File: src/rtl/fifo_pkg.sv
// Shared constants and types for the FIFO read packetizer.
//   FIFO_FWIDTH / FIFO_FDEPTH : geometry of the upstream FIFO
//   DEF_PKT_WORDS             : default payload words per packet
//   HDR_MARKER                : top byte of every header word
//   state_e                   : packetizer FSM encoding
package fifo_pkg;

    localparam int unsigned FIFO_FWIDTH   = 32;
    localparam int unsigned FIFO_FDEPTH   = 16;
    localparam int unsigned DEF_PKT_WORDS = 4;
    localparam int unsigned SEQ_W         = 16;
    localparam int unsigned CNT_W         = 8;
    localparam int unsigned HDR_W         = 32;

    localparam logic [7:0] HDR_MARKER = 8'hA5;

    typedef enum logic [1:0] {
        ST_IDLE = 2'd0,
        ST_HDR  = 2'd1,
        ST_DATA = 2'd2
    } state_e;

    // Header word: marker, payload length, sequence number.
    function automatic logic [HDR_W-1:0] make_hdr(input logic [7:0]       n_words,
                                                  input logic [SEQ_W-1:0] seq);
        return {HDR_MARKER, n_words, seq};
    endfunction

endpackage

File: src/rtl/out_stage_reg.sv
// Single-entry valid/ready output register.
//   clk_i, rst_n_i : clock, async active-low reset
//   load_i         : capture data_i/sop_i/eop_i (only legal while free_c is high)
//   ready_i        : downstream accepts the held word
//   free_c         : combinational, register empty or draining this cycle
//   data_o, sop_o, eop_o, valid_o : registered outputs
module out_stage_reg #(
    parameter int unsigned DW = 32
) (
    input  logic          clk_i,
    input  logic          rst_n_i,
    input  logic          load_i,
    input  logic [DW-1:0] data_i,
    input  logic          sop_i,
    input  logic          eop_i,
    input  logic          ready_i,
    output logic          free_c,
    output logic [DW-1:0] data_o,
    output logic          sop_o,
    output logic          eop_o,
    output logic          valid_o
);

    logic [DW-1:0] data_q, data_d;
    logic          sop_q, sop_d;
    logic          eop_q, eop_d;
    logic          valid_q, valid_d;

    assign free_c = !valid_q || ready_i;

    // Load wins; otherwise a completed transfer empties the register.
    always_comb begin
        data_d  = data_q;
        sop_d   = sop_q;
        eop_d   = eop_q;
        valid_d = valid_q;
        if (load_i) begin
            data_d  = data_i;
            sop_d   = sop_i;
            eop_d   = eop_i;
            valid_d = 1'b1;
        end else if (ready_i) begin
            valid_d = 1'b0;
        end
    end

    always_ff @(posedge clk_i or negedge rst_n_i) begin
        if (!rst_n_i) begin
            data_q  <= '0;
            sop_q   <= 1'b0;
            eop_q   <= 1'b0;
            valid_q <= 1'b0;
        end else begin
            data_q  <= data_d;
            sop_q   <= sop_d;
            eop_q   <= eop_d;
            valid_q <= valid_d;
        end
    end

    assign data_o  = data_q;
    assign sop_o   = sop_q;
    assign eop_o   = eop_q;
    assign valid_o = valid_q;

endmodule

File: src/rtl/fifo_rd_packetizer.sv
// Reads a first-word-fall-through FIFO and emits packets of one header word
// followed by PKT_WORDS payload words on a valid/ready stream.
//   Clk, RstN           : clock, async active-low reset
//   F_Data, F_EmptyN    : FIFO head word and non-empty flag
//   FOutN               : FIFO read strobe, active-low, combinational
//   Enable              : allows a new packet to start (sampled in IDLE)
//   Out_Data/Valid/Sop/Eop, Out_Ready : downstream stream
//   SeqNum              : completed-packet count, wraps at 2^16
//   Busy                : FSM not in IDLE
module fifo_rd_packetizer
    import fifo_pkg::*;
#(
    parameter int unsigned FWIDTH    = FIFO_FWIDTH,
    parameter int unsigned PKT_WORDS = DEF_PKT_WORDS
) (
    input  logic              Clk,
    input  logic              RstN,
    input  logic [FWIDTH-1:0] F_Data,
    input  logic              F_EmptyN,
    output logic              FOutN,
    input  logic              Enable,
    output logic [FWIDTH-1:0] Out_Data,
    output logic              Out_Valid,
    input  logic              Out_Ready,
    output logic              Out_Sop,
    output logic              Out_Eop,
    output logic [15:0]       SeqNum,
    output logic              Busy
);

    localparam logic [CNT_W-1:0] LAST_IDX = CNT_W'(PKT_WORDS - 1);
    localparam logic [7:0]       LEN_BYTE = 8'(PKT_WORDS);

    state_e             state_q, state_d;
    logic [CNT_W-1:0]   cnt_q, cnt_d;
    logic [SEQ_W-1:0]   seq_q, seq_d;

    logic               free_c;
    logic               pop_c;
    logic               load_c;
    logic [FWIDTH-1:0]  ld_data_c;
    logic               ld_sop_c;
    logic               ld_eop_c;

    // Next state, FIFO pop and output-register load.
    always_comb begin
        state_d   = state_q;
        cnt_d     = cnt_q;
        seq_d     = seq_q;
        pop_c     = 1'b0;
        load_c    = 1'b0;
        ld_data_c = '0;
        ld_sop_c  = 1'b0;
        ld_eop_c  = 1'b0;
        case (state_q)
            ST_IDLE: begin
                if (Enable && F_EmptyN) begin
                    state_d = ST_HDR;
                end
            end
            ST_HDR: begin
                if (free_c) begin
                    load_c    = 1'b1;
                    ld_data_c = FWIDTH'(make_hdr(LEN_BYTE, seq_q));
                    ld_sop_c  = 1'b1;
                    state_d   = ST_DATA;
                end
            end
            ST_DATA: begin
                // Pop only when the word has somewhere to go this cycle.
                if (F_EmptyN && free_c) begin
                    pop_c     = 1'b1;
                    load_c    = 1'b1;
                    ld_data_c = F_Data;
                    if (cnt_q == LAST_IDX) begin
                        ld_eop_c = 1'b1;
                        cnt_d    = '0;
                        seq_d    = seq_q + SEQ_W'(1);
                        state_d  = ST_IDLE;
                    end else begin
                        cnt_d = cnt_q + CNT_W'(1);
                    end
                end
            end
            default: state_d = ST_IDLE;
        endcase
    end

    always_ff @(posedge Clk or negedge RstN) begin
        if (!RstN) begin
            state_q <= ST_IDLE;
            cnt_q   <= '0;
            seq_q   <= '0;
        end else begin
            state_q <= state_d;
            cnt_q   <= cnt_d;
            seq_q   <= seq_d;
        end
    end

    out_stage_reg #(
        .DW (FWIDTH)
    ) u_out (
        .clk_i   (Clk),
        .rst_n_i (RstN),
        .load_i  (load_c),
        .data_i  (ld_data_c),
        .sop_i   (ld_sop_c),
        .eop_i   (ld_eop_c),
        .ready_i (Out_Ready),
        .free_c  (free_c),
        .data_o  (Out_Data),
        .sop_o   (Out_Sop),
        .eop_o   (Out_Eop),
        .valid_o (Out_Valid)
    );

    assign FOutN  = !pop_c;
    assign SeqNum = seq_q;
    assign Busy   = (state_q != ST_IDLE);

endmodule

File: config.mk
export PLATFORM = sky130hd
export DESIGN_NAME = fifo_rd_packetizer
export DESIGN_NICKNAME = d
export VERILOG_FILES = /design/src/rtl/fifo_pkg.sv /design/src/rtl/out_stage_reg.sv /design/src/rtl/fifo_rd_packetizer.sv
export SDC_FILE = /design/constraint.sdc
export NUM_CORES = 1
export LEC_CHECK = 0
export CAP_MARGIN = 10
export CORE_AREA = 10 10 86 88
export CTS_CLUSTER_DIAMETER = 120
export DETAILED_ROUTE_END_ITERATION = 16
export DIE_AREA = 0 0 96 98
export MAX_ROUTING_LAYER = met4
export PLACE_DENSITY = 0.83
export SYNTH_ARGS = -nofsm -noshare
export SYNTH_HDL_FRONTEND = slang
export SYNTH_SLANG_ARGS = --single-unit
File: constraint.sdc
create_clock -name Clk -period 3.4 [get_ports Clk]
set_input_delay 0.68 -clock Clk [delete_from_list [all_inputs] [get_ports Clk]]
set_output_delay 0.68 -clock Clk [all_outputs]
set_load 0.05 [all_outputs]
# [Word level (Yosys, flattened, before mapping)]
# Index checks and enable logic that the tools add are counted.
[op_classes] addsub=2 n_eq_ne=7 muxes=19 n_reduce_logical=11
[op_table] operator="$mux 32" n=2
[op_table] operator="$pmux 32 s2" n=1
[op_table] operator="$add 16x1->16 const B" n=1
[op_table] operator="$mux 1" n=9
[op_table] operator="$add 8x1->8 const B" n=1
[op_table] operator="$eq 8x2->1 const B" n=1
[op_table] operator="$mux 2" n=4
[op_table] operator="$mux 8" n=1
[op_table] operator="$ne 2x2->1 const B" n=4
[op_table] operator="$pmux 2 s3" n=1
[op_table] operator="$reduce_and 4->1" n=1
[op_table] operator="$reduce_bool 2->1" n=2
[op_table] operator="$reduce_and 3->1" n=1
[op_table] operator="$eq 2x1->1 const B" n=1
[op_table] operator="$eq 2x2->1 const B" n=1
[op_table] operator="$logic_and 1x1->1" n=2
[op_table] operator="$logic_not 1->1" n=2
[op_table] operator="$logic_not 2->1" n=1
[op_table] operator="$pmux 1 s2" n=1
[op_table] operator="$reduce_and 2->1" n=1
[op_table] operator="$logic_or 1x1->1" n=1
[totals] register_bits=61 inputBits=37 output_inout_bits=53

# [Longest topological paths before layout]
[logic_depth] ltp_word=6 depth_mapped=9 depth_no_buf=7

# [Modules after synthesis]
# A second synthesis with hierarchy kept.
[hier_totals] cells_unflattened=242 hier_area_um2=3066.7
[modules_own_cells] mod="fifo_rd_packetizer" n_inst=1 cells_per_inst=167 area_each_um2=1615.3 seq_area_each_um2=650.6
[modules_own_cells] mod="out_stage_reg" n_inst=1 cells_per_inst=75 area_each_um2=1451.4 seq_area_each_um2=875.8

# [Least setup slack after synthesis]
# OpenSTA, ideal clock, no wires.
[synth_timing] path_kind="input-to-output" start="in Out_Ready" end="out FOutN" t_arrival_ns=1.603 required_time_ns=2.720 slack_ns=1.117 cell_stages=5 n_path_buf=2 path_cell_list="nand2b_2 and2_1 clkbuf_1 buf_1 inv_2"
[synth_via] elab_chain_len=5
[synth_rtl] element="start, declared" line="fifo_rd_packetizer.sv:24" rtl="input logic Out_Ready,"
[synth_rtl] element="$logic_or 1x1->1" line="out_stage_reg.sv:29" rtl="assign free_c = !valid_q || ready_i;"
[synth_rtl] element="$logic_and 1x1->1" line="fifo_rd_packetizer.sv:71" rtl="if (F_EmptyN && free_c) begin"
[synth_rtl] element="$mux 1" line="fifo_rd_packetizer.sv:71"
[synth_rtl] element="$mux 1" line="fifo_rd_packetizer.sv:55" rtl="case (state_q)"
[synth_rtl] element="$logic_not 1->1" line="fifo_rd_packetizer.sv:118" rtl="assign FOutN = !pop_c;"
[synth_rtl] element="end, declared" line="fifo_rd_packetizer.sv:20" rtl="output logic FOutN,"
# Every way passes these cells.

# [Worst setup path in the final report]
[layout_timing] start="in F_EmptyN" end="out FOutN"
[layout_via] elab_chain_len=4
[layout_rtl] element="start, declared" line="fifo_rd_packetizer.sv:19" rtl="input logic F_EmptyN,"
[layout_rtl] element="$logic_and 1x1->1" line="fifo_rd_packetizer.sv:71"
[layout_rtl] element="$mux 1" line="fifo_rd_packetizer.sv:71"
[layout_rtl] element="$mux 1" line="fifo_rd_packetizer.sv:55"
[layout_rtl] element="$logic_not 1->1" line="fifo_rd_packetizer.sv:118"
# Every way passes these cells.

==> results by group <==
STA
  – Max-slew headroom: 0.309
  – Clock Skew: 0.0105 ns
  – Final period util: 0.819
  – Worst slew pin tran: 1.04 ns
  – Final hold violations: 0
  – Fin. max-slew vios: 0
  – Setup-failing EPs final: 0
  – Final worst slack: 0.615 ns
  – Sum Neg Setup Slack: 0 ns
  – Min cycle time layout: 2.79 ns
  – Max Fclk: 359 MHz
  – Unrepaired setup endpoints after global routing: no

Floorplanning
  – # IOs: 90
  – Die X: 96 µm
  – Initial Utilization: 0.470
  – Site row count: 28
  – Core ar.: roughly 5700 µm²
  – Die Ht: between 90 and 100 µm
  – Die area: 9410 µm²

Clocking
  – Maximum clock insertion buffer count: 2
  – Post-CTS Setup Bufs: 0
  – Clock Latency Late Sink: 0.34 ns
  – Inserted Clock Buffers: 9
  – Clock sinks: 61
  – Post-cts gate resize count: 0
  – Hold-fix buffers, CTS: 0
  – CTS tree: yes
  – Root buf cell: clkbuf_8
  – Clock Pin Slew Worst Setup and Hold Paths: roughly 0.060 ns
  – CTS H-tree lvls: 3

Yosys
  – Yosys reg bits: about 60
  – Syn avg cell area: 12.1 µm²
  – Netlist cell types: 38
  – Sequential area share after synthesis: 0.565
  – Synth top area share: 0.565
  – Synth top area cells: dfrtp_1, a22o_1, xnor2_1
  – Top FF cell, synth: dfrtp_1
  – Ys Warns: 0
  – Synth Net Count: approximately 270
  – Syn Inst Count: 224
  – Fraction of registers with async set or reset after synthesis: 1.00
  – Mapped Area: 2700 µm²
  – Post-synth top area cell: dfrtp_1
  – EDFF count, synth: 0

Power and ir drop
  – Worst IR drop on VDD: 465 µV
  – Switching pwr: 0.00148 W
  – PD cells: 854 nW/µm²
  – Power Internal: ~0.0018 W
  – Power share of the combinational group: 0.510
  – Sw frac: 0.450
  – Lkg Pwr: between 1.5 and 2 nW
  – Flop pwr share: 0.316
  – Clock Power Share: 0.174

Setup path
  – Worst R2R Start: state_q[0]$_DFFE_PN0P_
  – R2R Setup Slk: 1.11 ns
  – Worst EP arrival: 2.11 ns
  – CP Max Fanout: 10
  – CP Data Required Time: 2.72 ns
  – Worst r2r dst: SeqNum[15]$_DFFE_PN0P_
  – Critical-path cell list: clkdlybuf4s50_1, and2_1, and2_1, inv_2, buf_4
  – Setup CP Type: input port to primary output
  – Setup crit end kind: primary output
  – R2R depth: 7
  – Most common cell on crit path: and2_1
  – Critical path's slowest cell: clkdlybuf4s50_1
  – Crit-path max cell delay: 0.51 ns
  – Critical path startpoint category: input port

Global routing
  – Vias in the first global route: about 2,200
  – Grt ovf: 0
  – First-pass GRT wire length: 12,200 µm
  – Global Route Usage Sum: 0.171
  – Largest net degree at the start of global routing: 49
  – Initial antenna violation count: 0

Detailed routing
  – Vias/cell: 5.39
  – First-pass detailed-route iteration total: 6
  – # DRC: 0
  – Total routed wirelength: 7580 µm
  – Antenna Nets Post-Route: 0
  – Vias: ~2,100
  – DRC marker count from the first detailed-route iteration: 80
  – Routed WL per cell: 19.1 µm

Cells and area
  – Ratio of cells with drive above 1 in the final layout: 0.102
  – Nets: 360
  – Fillers: 426
  – Antenna cells: 0
  – Synthesis-to-finish area growth: 42.7%

Flow run
  – Max capacitance violation total: 0

Placed design
  – Post-place setup slack: 0.608 ns
  – Final HPWL DP: 5640 µm
  – # port buffers: 89
  – Gpl congestion: 0.848

Hold path
  – Origin of the worst min-delay path: cnt_q[7]$_DFFE_PN0P_
  – WHS Endpoint: cnt_q[7]$_DFFE_PN0P_
  – Hold Crit Class: register to register
  – Hold Path Stages: 1

Status
  – Status: completed
## power groups by stage
stage | clock network [W] | logic, W | registers [W]
after CTS | 0.000584 | 0.00170 | 0.00104
after detailed placement | 0 | 0.00169 | 0.00105
after global routing | 0.000613 | 0.00178 | 0.00106
final | 0.000572 | 0.00168 | 0.00104
after floorplan | 0 | 0.000542 | 0.00159
after global placement | 0 | 0.00165 | 0.00104
## flip-flops by register name, indices dropped and copies added, names as in the netlist
signal,cells
cnt_q,8
u_out.valid_o,1
u_out.sop_o,1
state_q,2
u_out.data_o,32
u_out.eop_o,1
SeqNum,16
## layer usage
layer,vias up,track usage,wire (µm)
li1,998,-,-
met3,8,0.0391,531
met4,0,0.0613,97
met1,1065,0.213,3250
met5,-,-,0
met2,70,0.263,3700
## cell type report
type | count | area, µm² | area share
Clock buffer | 12 | 155 | 0.0402
Clock inverter | 4 | 22.5 | 0.00584
Inverter | 9 | 33.8 | 0.00876
Multi-Input combinational cell | 142 | 1090 | 0.283
Sequential cell | 61 | 1530 | 0.396
Tap cell | 75 | 93.8 | 0.0243
Timing Repair Buffer | 94 | 933 | 0.242
## metrics by stage
stage	area [µm²]	utilization	total power [W]	cells	hold WS, ns
2_1_floorplan	2700	-	0.00213	224	0.384
3_3_place_gp	3680	0.640	0.00269	381	0.465
3_5_place_dp	3680	0.640	0.00274	381	0.468
4_1_cts	3860	0.671	0.00332	397	0.480
5_1_grt	3860	0.671	0.00346	397	0.518
6_report	3860	0.671	0.00329	397	0.480
## Yosys cell counts (all sizes together) (5+ instances only)
| cell type | n |
|---|---|
| dfrtp | 61 |
| xor2 | 7 |
| xnor2 | 13 |
| ha | 6 |
| buf | 5 |
| o22a | 5 |
| a22o | 44 |
| inv | 9 |
| nand3 | 9 |
| nand2 | 16 |
| nand4 | 5 |
| nor2 | 10 |
| clkbuf | 7 |
## logic make-up (layout without fill, tap and decap cells)
| logic type | count (synthesis) | count (layout) | synth area share |
|---|---|---|---|
| flops | 61 | 61 | 0.565 |
| compound gates | 57 | 57 | 0.180 |
| simple gates | 57 | 57 | 0.122 |
| buf+inv | 21 | 119 | 0.0329 |
| xor+xnor | 20 | 20 | 0.0648 |
| fa+ha+maj | 6 | 6 | 0.0278 |
| mux | 2 | 2 | 0.00787 |
## how the worst max path moves through the flow
stage | endpoint | from | slack, ns | depth (start not counted)
after floorplan | FOutN | Out_Ready | 1.12 | 5
after global placement | SeqNum[15]$_DFFE_PN0P_ | F_EmptyN | 0.68 | 6
after detailed placement | SeqNum[15]$_DFFE_PN0P_ | F_EmptyN | 0.61 | 6
after CTS | FOutN | F_EmptyN | 0.63 | 5
after global routing | FOutN | F_EmptyN | 0.52 | 5
final | FOutN | F_EmptyN | 0.61 | 5
## worst max-delay path, delay by kind of cell
family	cells	cell delay, ns
buf+inv	3	0.82
simple gates	2	0.61
## placed cells by master (no fill, tap or decap), types with 2 or more instances in the layout
master / synthesis / layout
inv_1: 8 / 8
xnor2_1: 13 / 13
and2_1: 4 / 4
xor2_1: 7 / 7
nand2_1: 15 / 15
dfrtp_1: 61 / 61
clkbuf_8: 0 / 11
nand4_1: 5 / 5
ha_1: 6 / 6
buf_4: 0 / 5
a22o_1: 44 / 44
a21o_1: 2 / 2
clkinv_2: 0 / 3
o22a_1: 5 / 5
nand3_1: 9 / 9
and3_1: 3 / 3
nor2_1: 9 / 9
clkdlybuf4s50_1: 0 / 87
and4_1: 2 / 2
Power figures use the tool's default switching activity.
